$ cat src/rtl/k11.sv
`default_nettype none
// ============================================================================
// Module  : k11
// Brief   : Pipelined IEEE-754 single complex multiply by W5^1 = cos72 - j*sin72.
//           Define K11_ROUND_EN for round-to-nearest-even; truncation otherwise.
// Revision: 1.0
// ============================================================================
module k11 (
    input  logic        clk,
    input  logic        rst,
    input  logic [31:0] a_re,
    input  logic [31:0] a_img,
    output logic [31:0] a1_re,
    output logic [31:0] a1_img
);
    localparam logic [31:0] c_cos = 32'h3E9E377A;
    localparam logic [31:0] c_sin = 32'h3F737871;

    // Applies the rounding increment and clamps the exponent to zero/Inf.
    function automatic logic [31:0] f_pack(
        input logic              sign,
        input logic signed [9:0] e_in,
        input logic [22:0]       frac,
        input logic              inc
    );
        logic [23:0]       v_man;
        logic signed [9:0] v_exp;
        v_man = {1'b0, frac} + {23'd0, inc};
        v_exp = v_man[23] ? e_in + 10'sd1 : e_in;
        if (v_exp <= 10'sd0)
            f_pack = {sign, 31'd0};
        else if (v_exp >= 10'sd255)
            f_pack = {sign, 8'hFF, 23'd0};
        else
            f_pack = {sign, v_exp[7:0], v_man[22:0]};
    endfunction

    function automatic logic [4:0] f_lzc(input logic [26:0] v);
        f_lzc = 5'd27;
        for (int i = 0; i < 27; i++) begin
            if (v[i]) f_lzc = 5'(26 - i);
        end
    endfunction

    // Products: 0 = re*C, 1 = img*S, 2 = img*C, 3 = re*S
    logic [31:0] w_op  [4];
    logic [31:0] w_k   [4];
    logic [31:0] w_p2  [4];
    logic [31:0] w_out [2];

    assign w_op[0] = a_re;   assign w_k[0] = c_cos;
    assign w_op[1] = a_img;  assign w_k[1] = c_sin;
    assign w_op[2] = a_img;  assign w_k[2] = c_cos;
    assign w_op[3] = a_re;   assign w_k[3] = c_sin;

    generate
        for (genvar gi = 0; gi < 4; gi++) begin : g_mul
            logic              r1_sign;
            logic              r1_zero;
            logic signed [9:0] r1_exp;
            logic [47:0]       r1_man;
            logic [31:0]       r2_p;
            logic [46:0]       w_sh;
            logic              w_g;
            logic              w_r;
            logic              w_s;
            logic              w_inc;
            logic [31:0]       w_p;

            always_ff @(posedge clk or posedge rst) begin
                if (rst) begin
                    r1_sign <= 1'b0;
                    r1_zero <= 1'b1;
                    r1_exp  <= 10'sd0;
                    r1_man  <= 48'd0;
                    r2_p    <= 32'd0;
                end else begin
                    r1_sign <= w_op[gi][31] ^ w_k[gi][31];
                    r1_zero <= (w_op[gi][30:23] == 8'd0);
                    r1_exp  <= $signed({2'b00, w_op[gi][30:23]})
                             + $signed({2'b00, w_k[gi][30:23]}) - 10'sd127;
                    r1_man  <= {24'd0, 1'b1, w_op[gi][22:0]} * {24'd0, 1'b1, w_k[gi][22:0]};
                    r2_p    <= w_p;
                end
            end

            // Product lies in [1,4): at most one right shift re-normalises it.
            assign w_sh = r1_man[47] ? r1_man[46:0] : {r1_man[45:0], 1'b0};
            assign w_g  = w_sh[23];
            assign w_r  = w_sh[22];
            assign w_s  = |w_sh[21:0];
`ifdef K11_ROUND_EN
            assign w_inc = w_g & (w_r | w_s | w_sh[24]);
`else
            logic w_unused_grs;
            assign w_unused_grs = w_g | w_r | w_s;
            assign w_inc = 1'b0;
`endif
            assign w_p = r1_zero ? {r1_sign, 31'd0}
                       : f_pack(r1_sign, r1_exp + (r1_man[47] ? 10'sd1 : 10'sd0),
                                w_sh[46:24], w_inc);
            assign w_p2[gi] = r2_p;
        end

        for (genvar li = 0; li < 2; li++) begin : g_add
            logic [31:0]       w_x;
            logic [31:0]       w_y;
            logic              w_swap;
            logic [31:0]       w_big;
            logic [31:0]       w_sml;
            logic [7:0]        w_d;
            logic [4:0]        w_dc;
            logic [57:0]       w_shf;
            logic [26:0]       w_bm;
            logic [26:0]       w_sm;
            logic [27:0]       w_sum;
            logic              r3_sign;
            logic [7:0]        r3_exp;
            logic [27:0]       r3_sum;
            logic [4:0]        w_lz;
            logic [26:0]       w_n;
            logic [22:0]       w_frac;
            logic              w_g4;
            logic              w_r4;
            logic              w_s4;
            logic              w_inc4;
            logic signed [9:0] w_e4;

            // The imaginary lane subtracts, so flip the sign of its second term.
            assign w_x    = w_p2[2*li];
            assign w_y    = w_p2[2*li+1] ^ ((li == 0) ? 32'h0000_0000 : 32'h8000_0000);
            assign w_swap = w_y[30:0] > w_x[30:0];
            assign w_big  = w_swap ? w_y : w_x;
            assign w_sml  = w_swap ? w_x : w_y;
            assign w_d    = w_big[30:23] - w_sml[30:23];
            assign w_dc   = (w_d > 8'd31) ? 5'd31 : w_d[4:0];
            assign w_shf  = {(w_sml[30:23] != 8'd0), w_sml[22:0], 34'd0} >> w_dc;
            assign w_bm   = {(w_big[30:23] != 8'd0), w_big[22:0], 3'b000};
            assign w_sm   = {w_shf[57:32], |w_shf[31:0]};
            assign w_sum  = (w_big[31] == w_sml[31]) ? {1'b0, w_bm} + {1'b0, w_sm}
                                                     : {1'b0, w_bm} - {1'b0, w_sm};

            always_ff @(posedge clk or posedge rst) begin
                if (rst) begin
                    r3_sign <= 1'b0;
                    r3_exp  <= 8'd0;
                    r3_sum  <= 28'd0;
                end else begin
                    r3_sign <= w_big[31];
                    r3_exp  <= w_big[30:23];
                    r3_sum  <= w_sum;
                end
            end

            assign w_lz = f_lzc(r3_sum[26:0]);
            assign w_n  = r3_sum[26:0] << w_lz;

            always_comb begin
                if (r3_sum[27]) begin
                    w_frac = r3_sum[26:4];
                    w_g4   = r3_sum[3];
                    w_r4   = r3_sum[2];
                    w_s4   = |r3_sum[1:0];
                    w_e4   = $signed({2'b00, r3_exp}) + 10'sd1;
                end else begin
                    w_frac = w_n[25:3];
                    w_g4   = w_n[2];
                    w_r4   = w_n[1];
                    w_s4   = w_n[0];
                    w_e4   = $signed({2'b00, r3_exp}) - $signed({5'd0, w_lz});
                end
            end
`ifdef K11_ROUND_EN
            assign w_inc4 = w_g4 & (w_r4 | w_s4 | w_frac[0]);
`else
            logic w_unused_grs4;
            assign w_unused_grs4 = w_g4 | w_r4 | w_s4;
            assign w_inc4 = 1'b0;
`endif
            // A zero sum (including exact cancellation) is always +0.
            assign w_out[li] = (!r3_sum[27] && !w_n[26]) ? 32'd0
                             : f_pack(r3_sign, w_e4, w_frac, w_inc4);
        end
    endgenerate

    always_ff @(posedge clk or posedge rst) begin
        if (rst) begin
            a1_re  <= 32'd0;
            a1_img <= 32'd0;
        end else begin
            a1_re  <= w_out[0];
            a1_img <= w_out[1];
        end
    end
endmodule
`default_nettype wire

$ cat config.mk
export PLATFORM = sky130hd
export DESIGN_NAME = k11
export DESIGN_NICKNAME = d
export VERILOG_FILES = /design/src/rtl/k11.sv
export SDC_FILE = /design/constraint.sdc
export NUM_CORES = 2
export LEC_CHECK = 0
export ABC_AREA = 1
export ABC_CLOCK_PERIOD_IN_PS = 11500
export BUFFER_PORTS_ARGS = -buffer_cell sky130_fd_sc_hd__buf_4
export CAP_MARGIN = 5
export CORE_MARGIN = 5
export CORE_UTILIZATION = 60
export DETAILED_ROUTE_END_ITERATION = 8
export GPL_TIMING_DRIVEN = 1
export MAX_ROUTING_LAYER = met4
export PLACE_DENSITY = 0.84
export SLEW_MARGIN = 20
export SYNTH_ARGS = -nofsm -noshare
export SYNTH_HDL_FRONTEND = slang
export SYNTH_SLANG_ARGS = --single-unit
$ cat constraint.sdc
create_clock -name clk -period 11.5 [get_ports clk]
set_input_delay 1.15 -clock clk [delete_from_list [all_inputs] [get_ports clk]]
set_output_delay 1.15 -clock clk [all_outputs]
set_load 0.05 [all_outputs]
### Word-level counts from Yosys, hierarchy flattened

Cells that the tools add are included.

* add/sub/neg operators: 22
* multipliers: 4
* order comparisons: 16
* equality and inequality tests: 2
* shift-type cells: 4
* multiplexer cells: 92
* bitwise logic cells: 1
* reductions and logical operators: 14

Operator list (number)
* $mux 31: 16
* $mux 5: 54
* $mux 32: 6
* $mux 47: 4
* $shr 58x5->58: 2
* $mul 24x24->48 const B: 2
* $mul 24x23->47 const B: 2
* $reduce_or 32->1: 2
* $gt 31x31->1: 2
* $ge 10x9->1 const B: 6
* $le 10x1->1 const B: 6
* $add 27x27->28: 2
* $mux 28: 2
* $sub 27x27->28: 2
* $shl 27x5->27: 2
* $mux 23: 2
* $add 10x2->10: 4
* $sub 9x7->10 const B: 4
* $add 8x7->9 const B: 4
* $reduce_bool 8->1: 4
* $mux 10: 2
* $add 8x1->9 const B: 2
* $sub 8x5->9: 2
* $gt 8x5->1 const B: 2
* 7 further kinds: 19

* register bits: 500
* input port bits: 66
* output and inout bits: 64
* word-level logic and storage cells: 179

### Logic depth before layout (Yosys ltp)

* depth in word-level cells: 33
* depth in mapped cells: 61
* gate-level depth less buffers: 59

### Worst setup path after synthesis

OpenSTA, ideal clock, no wires.

* path kind: input -> register
* start: input a_re[11]
* end: register g_mul[0].r1_man[46]
* library setup time: 0.079 ns
* arrival time: 7.073 ns
* required time: 11.421 ns
* slack: 4.348 ns
* stages on the path: 24
* path buffers: 0
* cells stage by stage: ha_1 > inv_1 > fa_1 > inv_1 > fa_1 > fa_1 > inv_1 > fa_1 > fa_1 > fa_1 > inv_1 > ha_1 > nand2_1 > nor2_1 > and2_1 > a311oi_1 > o311ai_0 > a21boi_0 > o21ai_0 > a21boi_0 > o21ai_0 > a21boi_0 > o21ai_0 > xor2_1

* cells in the longest elaborated chain, start to end: 1

RTL lines
* from (decl): RTL line 11 `input logic [31:0] a_re,`
* $mul 24x23->47: RTL line 82 `r1_man <= {24'd0, 1'b1, w_op[gi][22:0]} * {24'd0, 1'b1, w_k[gi][22:0]};`
* to (signal assigned): RTL line 82
* to (decl): RTL line 61 `logic [47:0] r1_man;`

No other way between the ends.

### Worst setup path after layout

* start: register g_mul[3].r2_p[23]
* end: register g_add[1].r3_sum[25]

* cells in the longest elaborated chain, start to end: 9
* elaborated cells on any way between the ends: 13
* classes of those cells: 3 x add/sub; 2 x order compare; 1 x eq/ne; 1 x shift; 4 x mux; 2 x reduce/logical

RTL lines
* from (decl): RTL line 62 `logic [31:0] r2_p;`
* from (signal assigned): RTL line 83 `r2_p <= w_p;`
* $gt 31x31->1: RTL line 132 `assign w_swap = w_y[30:0] > w_x[30:0];`
* $mux 32 (on tied branches): RTL line 133, 134
* $sub 8x8->8: RTL line 135 `assign w_d = w_big[30:23] - w_sml[30:23];`
* $gt 8x5->1: RTL line 136 `assign w_dc = (w_d > 8'd31) ? 5'd31 : w_d[4:0];`
* $mux 5: RTL line 136
* $shr 58x5->58: RTL line 137 `assign w_shf = {(w_sml[30:23] != 8'd0), w_sml[22:0], 34'd0} >> w_dc;`
* $reduce_or 32->1: RTL line 139 `assign w_sm = {w_shf[57:32], |w_shf[31:0]};`
* $sub 27x27->28 / $add 27x27->28 (equally long branches): RTL line 141, 140
* $mux 28 (*): RTL line 140 `assign w_sum = (w_big[31] == w_sml[31]) ? {1'b0, w_bm} + {1'b0, w_sm}`
* net g_add[1].w_sum[25]: RTL line 116 `logic [27:0] w_sum;`
* to (signal assigned): RTL line 151 `r3_sum <= w_sum;`
* to (decl): RTL line 119 `logic [27:0] r3_sum;`

The timed path passes the listed nets; every way through them passes the cells marked *.

==> summary.md <==
| Metric | Value |
|---|---|
| Outcome | finished, final reports clean |
| DR WL/cell | 20.4 um |
| Total GRT Usage | 0.346 |
| Post-cts gate resize count | 0 |
| Final Hold Viols | 0 |
| Setup ws final | between 1.5 and 2 ns |
| Setup Skew | 0.0455 ns |
| Worst R2R Setup Slack | just under 2 ns |
| Top FF cell, synth | dfrtp_1 |
| Nets | 10.4k |
| Initial Utilization | 0.604 |
| Number of remaining DRC errors | 0 |
| WL final | a little over 200000 um |
| Slew @ Worst Pin | 1.11 ns |
| DR pass1 iterations | 6 |
| Fraction of registers with async set/reset | 1.00 |
| Die Y-Extent | 347 um |
| Synth top area share | 0.248 |
| # H-tree levels | 2 |
| Clock sinks | between 400 and 500 |
| Vias in the first global route | a little under 60k |
| HP Start | g_mul[3].r1_sign |
| Reg2reg end | g_add[1].r3_sum[25] |
| Top-Level Pins | 130 |
| Critical Path Sink Type | flop |
| Min cycle time layout | 9.54 ns |
| CTS tree | done |
| Crit share post-route | 0.829 |
| Clock tree root buffer cell | clkbuf_16 |
| CTS buffer count | 43 |
| Crit path DAT | between 10 and 15 ns |
| Longest Clk Path Bufs | 3 |
| Via density | roughly 5.7 |
| Worst-path clk slew | 0.06 ns |
| Largest net degree at the start of global routing | 182 |
| Max-Cap Viols | 0 |
| Min-Delay Path Class | reg -> reg |
| Final TNS setup | 0 ns |
| Placed cell area | 70300 um^2 |
| DR iter-0 viols | 4203 |
| Final Cell Area | 71900 um^2 |
| Mapped Cells | 8400 |
| Fmax | 0.105 GHz |
| Final Non-Filler Cells | 9939 |
| Postcts setup bufs | 0 |
| Fin. max-slew vios | 0 |
| Inst Count DP | 9859 |
| Die X | 347 um |
| Detailed Place HPWL | ~170000 um |
| Grt ovf | 0 |
| Worst path required time | 12.00 ns |
| Mapped Area | between 60000 and 70000 um^2 |
| Synth Warn # | 0 |
| Count leader, synth | inv_1 |
| Final setup fails | 0 |
| WHS Endpoint | g_add[0].w_x[31] |
| Initial antenna violation count | 1 |
| Unrepaired setup endpoints after global routing | false |
| Slew margin rel. | 0.262 |
| Syn avg cell area | 8.11 um^2 |
| Die Area | 120000 um^2 |
| # hold bufs at CTS | 0 |
| CP Launch Type | flop |
| Slowest CP cell | ha_1 |
| Synth area leader | fa_1 |
| Diode count | 0 |
| Setup Crit Path Kind | reg -> reg |
| Skew-Pair Late Insertion Delay | 0.60 ns |
| Number of synthesized flops with an enable pin | 0 |
| Post-synthesis sequential area ratio | 0.150 |
| Share of cells above drive strength 1 | 0.0389 |
| Gpl congestion | 1.02 |
| Global-route wire length before repair | 320000 um |
| Yosys reg bits | 408 |
| Row count | ~120 |
| Area contributors post-synth | fa_1 (25%), ha_1 (20%), dfrtp_1 (15%), inv_1 (11%), nand2_1 (7.1%) |
| Synth cell count leaders | inv_1 (1982), nand2_1 (1282), ha_1 (1063) |
| Crit-path max FO | 115 |
| Hold depth | 0 |
| Core Region | between 100000 and 150000 um^2 |
| Post-route ant nets | 0 |
| R2R depth | 47 |
| Area Overhead vs Synth | 5.62% |
| Pre-CTS WS | 2.17 ns |
| Critical R2R Launch | g_mul[3].r2_p[23] |
| Mapped Nets | 10.4k |
| # port buffers | 129 |
| Critical Path Max Stage Delay | between 1 and 1.5 ns |
| Via Count | 56.6k |
| Synth cell types | 65 |
-- cell families after synthesis --
logic type / count (synthesis) / synth area share
AOI/OAI and AO/OA: 1136 / 0.0954
muxes: 9 / 0.00132
DFF: 408 / 0.150
adders and majority gates: 1906 / 0.443
and+or+nand+nor: 2527 / 0.159
buffers and inverters: 2203 / 0.124
xor gates and xnor gates: 211 / 0.0271
-- cell type report --
cell class	instances	area [um^2]
clock inverter	26	410
tap	1500	1880
inverter	1997	7500
fill	9765	40700
sequential	408	10200
multi-input combinational	5789	49500
timing repair buffer	165	1260
clock buffer	54	1200
-- metal layers --
| layer | vias to the layer above | share of wire | GRT usage |
|---|---|---|---|
| li1 | 26500 | - | - |
| met1 | 27400 | 0.40 | 0.427 |
| met2 | 2099 | 0.48 | 0.578 |
| met3 | 564 | 0.062 | 0.0406 |
| met4 | 0 | 0.057 | 0.151 |
| met5 | - | 0 | - |
-- stage by stage --
stage               hold WS (ns)  utilization
finish                     0.352        0.638
global route               0.354        0.638
CTS                        0.353        0.638
detailed placement         0.343        0.624
global placement           0.340        0.624
floorplan                  0.331            -
-- how the worst max path moves through the flow --
stage | start | endpoint | slack, ns | cells after the start
2_1_floorplan | a_re[11] | g_mul[0].r1_man[46] | 4.35 | 24
3_3_place_gp | g_add[1].w_x[23] | g_add[1].r3_sum[25] | 2.27 | 48
3_5_place_dp | g_mul[3].r2_p[23] | g_add[1].r3_sum[25] | 2.17 | 47
4_1_cts | g_mul[3].r2_p[23] | g_add[1].r3_sum[25] | 2.15 | 47
5_1_grt | g_mul[3].r2_p[23] | g_add[1].r3_sum[25] | 1.03 | 47
6_report | g_mul[3].r2_p[23] | g_add[1].r3_sum[25] | 1.96 | 47
-- flip-flops by register name (all words and copies together), names as in the netlist --
register,flops
a1_img,32
g_add.r3_sign,2
g_mul.r1_exp,40
a1_re,32
g_mul.r2_p,31
g_add.w_y,32
g_add.r3_exp,16
g_add.r3_sum,56
g_mul.r1_zero,2
g_mul.r1_sign,2
g_mul.r1_man,100
g_add.w_x,63
-- cell usage in the layout, fill, tap and decap left out, types with 18 or more instances in the layout --
cell,netlist,final
o21ai_0,384,382
a2111oi_0,49,49
dfrtp_1,406,406
a211oi_1,24,24
o21a_1,19,19
nor2_1,533,533
o21ai_1,17,18
ha_1,1063,1063
a21oi_1,437,435
a31oi_1,42,42
nand3_1,458,458
fa_1,843,843
xor2_1,152,152
o211ai_1,52,52
o31ai_1,22,22
nor4_1,25,25
nand2_1,1282,1281
xnor2_1,59,59
buf_4,17,163
nor3_1,46,46
clkbuf_16,0,44
inv_1,1982,1981
nand4_1,104,104
-- worst max-delay path, delay by kind of cell (launching register included) --
family	cells	cell delay (ns)
simple gates	33	5.25
flops	1	0.39
fa+ha+maj	3	1.59
buf+inv	4	0.75
compound gates	7	1.37
Power is not shown: default switching activity piles up to over one toggle a cycle in this logic, so the estimate is an artifact.
